$ cat src/rtl/l1_tlb_refill_ctrl.sv
// rtl/l1_tlb_refill_ctrl.sv - L1 TLB miss/refill controller
// One outstanding miss; refills from the L2 TLB on a same-cycle hit, otherwise via the PTW.
module l1_tlb_refill_ctrl #(
  parameter int TAG_W   = 34,
  parameter int ENTRIES = 8,
  localparam int WAY_W  = $clog2(ENTRIES)
) (
  input  logic             clock,
  input  logic             reset,
  input  logic             io_req_valid,
  input  logic [TAG_W-1:0] io_req_bits_vpn,
  input  logic             io_req_bits_instr,
  input  logic             io_req_bits_store,
  input  logic             tlb_miss,
  input  logic             io_l2tlb_resp_valid,
  input  logic             io_ptw_req_ready,
  input  logic             io_ptw_resp_valid,
  input  logic             io_sfence_valid,
  input  logic [ENTRIES-1:0] entry_valid,
  output logic [1:0]       state,
  output logic [TAG_W-1:0] r_refill_tag,
  output logic             r_req_instruction,
  output logic             r_req_store,
  output logic             refill_en,
  output logic             refill_from_l2,
  output logic [WAY_W-1:0] refill_way,
  output logic [31:0]      miss_count
);

  typedef enum logic [1:0] {
    S_READY           = 2'd0,
    S_REQUEST         = 2'd1,
    S_WAIT            = 2'd2,
    S_WAIT_INVALIDATE = 2'd3
  } state_t;

  state_t           state_q, state_d;
  logic [WAY_W-1:0] rr_ptr;
  logic [WAY_W-1:0] free_way;
  logic             all_valid;
  logic             miss_req;
  logic             count_miss;

  assign state     = state_q;
  assign miss_req  = (state_q == S_READY) && io_req_valid && tlb_miss;
  assign all_valid = &entry_valid;

  // Scan downwards so the lowest-index free way wins.
  always_comb begin
    free_way = '0;
    for (int i = ENTRIES - 1; i >= 0; i--) begin
      if (!entry_valid[i]) free_way = WAY_W'(i);
    end
  end

  assign refill_way = all_valid ? rr_ptr : free_way;

  always_comb begin
    state_d        = state_q;
    refill_en      = 1'b0;
    refill_from_l2 = 1'b0;
    count_miss     = 1'b0;
    case (state_q)
      S_READY: begin
        if (miss_req && !io_sfence_valid) begin
          if (io_l2tlb_resp_valid) begin
            refill_en      = 1'b1;
            refill_from_l2 = 1'b1;
          end else begin
            state_d    = S_REQUEST;
            count_miss = 1'b1;
          end
        end
      end
      S_REQUEST: begin
        if (io_sfence_valid)       state_d = S_READY;
        else if (io_ptw_req_ready) state_d = S_WAIT;
      end
      S_WAIT: begin
        if (io_ptw_resp_valid) begin
          state_d   = S_READY;
          refill_en = !io_sfence_valid;
        end else if (io_sfence_valid) begin
          state_d = S_WAIT_INVALIDATE;
        end
      end
      S_WAIT_INVALIDATE: begin
        // The in-flight walk used stale tables; drain its response without writing it.
        if (io_ptw_resp_valid) state_d = S_READY;
      end
      default: state_d = S_READY;
    endcase
    if (reset) begin
      refill_en      = 1'b0;
      refill_from_l2 = 1'b0;
    end
  end

  always_ff @(posedge clock) begin
    if (reset) begin
      state_q           <= S_READY;
      r_refill_tag      <= '0;
      r_req_instruction <= 1'b0;
      r_req_store       <= 1'b0;
      rr_ptr            <= '0;
      miss_count        <= '0;
    end else begin
      state_q <= state_d;
      if (miss_req) begin
        r_refill_tag      <= io_req_bits_vpn;
        r_req_instruction <= io_req_bits_instr;
        r_req_store       <= io_req_bits_store;
      end
      if (refill_en && all_valid) rr_ptr <= rr_ptr + WAY_W'(1);
      if (count_miss && (miss_count != 32'hFFFF_FFFF)) miss_count <= miss_count + 32'd1;
    end
  end

endmodule

$ cat config.mk
export PLATFORM = sky130hd
export DESIGN_NAME = l1_tlb_refill_ctrl
export DESIGN_NICKNAME = d
export VERILOG_FILES = /design/src/rtl/l1_tlb_refill_ctrl.sv
export SDC_FILE = /design/constraint.sdc
export NUM_CORES = 1
export LEC_CHECK = 0
export CAP_MARGIN = 20
export CORE_ASPECT_RATIO = 0.9
export CORE_UTILIZATION = 60
export CTS_BUF_LIST = sky130_fd_sc_hd__clkbuf_8 sky130_fd_sc_hd__clkbuf_16
export DETAILED_ROUTE_END_ITERATION = 6
export DONT_BUFFER_PORTS = 1
export PLACE_DENSITY = 0.76
export SLEW_MARGIN = 20
export SYNTH_ARGS = -nofsm -noshare
export SYNTH_HDL_FRONTEND = slang
export SYNTH_SLANG_ARGS = --single-unit
$ cat constraint.sdc
create_clock -name clock -period 3.4 [get_ports clock]
set_input_delay 0.34 -clock clock [delete_from_list [all_inputs] [get_ports clock]]
set_output_delay 0.34 -clock clock [all_outputs]
set_load 0.03 [all_outputs]
==> impl_metrics.yaml <==
outcome:
  status: "finished clean"
setup_path:
  path_max_fanout: 12
  critPathLaunchType: "register"
  worstPathRequired_ns: 3.64
  path_class: "reg2reg"
  crit_path_end: "miss_count[31]"
  r2r_end: "miss_count[31]"
  startpoint: "miss_count[17]"
  rrSetupSlack_ns: 0.85
  cp-end-kind: "register"
  critPathArrivalTime_ns: 2.79
  worstReg2RegStart: "miss_count[17]"
  rr_worst_depth: 5
clock_network:
  htreeDepth: 3
  path_clk_slew_ns: 0.07
  clock_path_buffers: 2
  cts_buffers: 9
  worstSkewPairLatency_ns: 0.35
  clkSinkCount: 73
  root_buffer: "clkbuf_8"
  cts_resized: 0
  postCtsSetupRepairBufs: 0
  cts_hold_buf: 0
  tritoncts: "yes"
sta:
  max_slew.worst_pin.slew_ns: 0.761
  slew_headroom_pct: 49.1
  setup_viol: 0
  min_period_over_period_pct: 75.1
  fmax_ghz: 0.392
  drv_slew: 0
  fin_tns_setup_ns: 0
  clock_skew_ns: 0.00857
  fin_crit_ns: 2.55
  rsz0062_at_grt: "no"
  hold_viol_final: 0
global_route:
  grt_pass1_wl_mm: 11.5
  antenna_found_initial: 0
  grtUsageTotal_pct: 26.3
  grt_pass1_vias: 2595
  grt_max_degree: 80
  grt_overflow: 0
floorplanning:
  initial_utilization_pct: 64.4
  die_area_um2: 5680
  die_w_um: 79.3
  pin_count: 127
  core_um2: 5010
  die_h_um: 71.6
  fp-row-count: 24
layout:
  drive_gt1_share_pct: 8.70
  stdcell_count: 456
  syn2layout_area_growth_pct: 7.63
  antenna_cells: 0
  finalNetCount: 442
drt:
  via_per_inst: 6.19
  drtPass1Iterations: 4
  wirelength_mm: 7.23
  drtAntennaViolNets: 0
  num_vias: 2823
  first_iter_violations: 114
  wl_per_cell_um: 15.9
  drc_errors: 0
worst_hold_path:
  hold_class: "in2reg"
logic_synthesis:
  yosysWarnings: 0
  yosysSeqAreaShare_pct: 45.2
  postSynthCellCount: 396
  syn_nets: 450
  synth_top_cell_by_area: "dfxtp_1"
  synth.distinct_cells: 45
  synth.area.top_cells: "dfxtp_1, nand2_1, a21oi_1"
  ys.flop_type: "dfxtp_1"
  synth_top_area_share_pct: 45.2
  avgSynthCellArea_um2: 8.16
  synth_edf_count: 0
  yosys_register_bits: 73
  synth_area_um2: 3230
  synthArstFlopShare_pct: 0
power:
  peakVddDrop_uv: 617
  power_density_nw_per_um2: 514
  power_w: 0.00179
  power.leakage_nw: 1.16
job:
  maxCapViolations: 0
place:
  gp_congestion: 0.783
  dpl.hpwl_mm: 4.92
  port_buffers: 0
  dpl.cell_count: 442
-- worst min-delay path by stage --
stage,cells past startpoint,endpoint,start
detailed placement,1,r_refill_tag[5],reset
global placement,1,miss_count[19],reset
CTS,1,r_refill_tag[4],reset
floorplan,2,r_refill_tag[28],io_req_bits_vpn[28]
finish,1,miss_count[22],reset
global route,1,r_refill_tag[12],reset
-- report_power, final --
group / internal (W) / switching, W / leakage [nW]
logic: 0.0000235 / 0.0000375 / 0.453
clock network: 0.000480 / 0.000314 / 0.111
registers: 0.000875 / 0.0000562 / 0.592
-- synth_stat cells (2+ instances only) --
| master | number |
|---|---|
| mux2_2 | 4 |
| clkbuf_1 | 15 |
| buf_6 | 2 |
| a31oi_1 | 2 |
| buf_2 | 4 |
| inv_1 | 8 |
| a22o_1 | 2 |
| o21ai_0 | 11 |
| and4_4 | 4 |
| xnor2_1 | 6 |
| nor2_1 | 23 |
| nor4_1 | 4 |
| nand2b_1 | 2 |
| nor3_1 | 3 |
| mux2i_1 | 2 |
| o31ai_1 | 11 |
| nand4_1 | 10 |
| and3_1 | 2 |
| nor2b_1 | 4 |
| and2_1 | 2 |
| a21oi_1 | 59 |
| xor2_1 | 3 |
| nand3_1 | 13 |
| dfxtp_1 | 73 |
| nand3b_1 | 2 |
| or4_1 | 10 |
| nand2_1 | 85 |
| ha_1 | 2 |
| or3_1 | 9 |
| a311oi_1 | 4 |
-- per-layer routing --
layer | track usage [%] | share of wire (%) | vias to the layer above
li1 | - | - | 1384
met1 | 28.7 | 42 | 1299
met2 | 43.6 | 46 | 132
met3 | 14.0 | 11 | 8
met4 | 8.89 | 1.1 | 0
met5 | 0 | 0 | -
-- cell usage in the layout (no fill, tap or decap), types with 10 or more instances in the layout --
master / Yosys / routed
nand3_1: 13 / 13
o31ai_1: 11 / 11
dfxtp_1: 73 / 73
o21ai_0: 11 / 11
nor2_1: 23 / 23
or4_1: 10 / 10
nand4_1: 10 / 10
nand2_1: 85 / 85
a21oi_1: 59 / 59
-- critical path, cell delays in order, from the launching register on --
cell,delay (ns)
dfxtp_1,0.58
nand4_1,0.24
nor2_1,0.65
nand3_1,0.22
nor4_1,0.38
mux2_2,0.37
-- area by class of cell --
| type | count | area [um2] |
|---|---|---|
| Clock inverter | 5 | 106 |
| Sequential cell | 73 | 1460 |
| Tap cell | 65 | 81.3 |
| Timing Repair Buffer | 3 | 22.5 |
| Inverter | 8 | 30.0 |
| Multi-Input combinational cell | 293 | 1650 |
| Fill cell | 392 | 1540 |
| Clock buffer | 9 | 124 |
-- state kept, by name, summed over array words and instances (netlist names) --
signal	count
rr_ptr	3
r_req_store	1
state	2
r_refill_tag	34
miss_count	32
r_req_instruction	1
-- logic make-up after synthesis --
family	count (synthesis)	synth area share, %
XOR/XNOR	9	2.44
flip-flops	73	45.2
multiplexers	6	2.01
adder cells (fa/ha/maj)	2	0.774
AND/OR/NAND/NOR	181	28.2
buffers and inverters	30	4.11
AO/OA/AOI/OAI	95	17.3
-- through the flow --
stage	util (%)	setup WS (ns)	hold WS [ns]	instance area, um2
after floorplan	-	1.20	0.476	3230
after global routing	69.3	0.592	0.0262	3480
after CTS	69.3	0.905	0.0408	3480
after detailed placement	64.7	0.911	0.418	3250
final	69.3	0.848	0.0628	3480
after global placement	64.7	1.01	0.417	3250
Power figures use the tool's default switching activity.
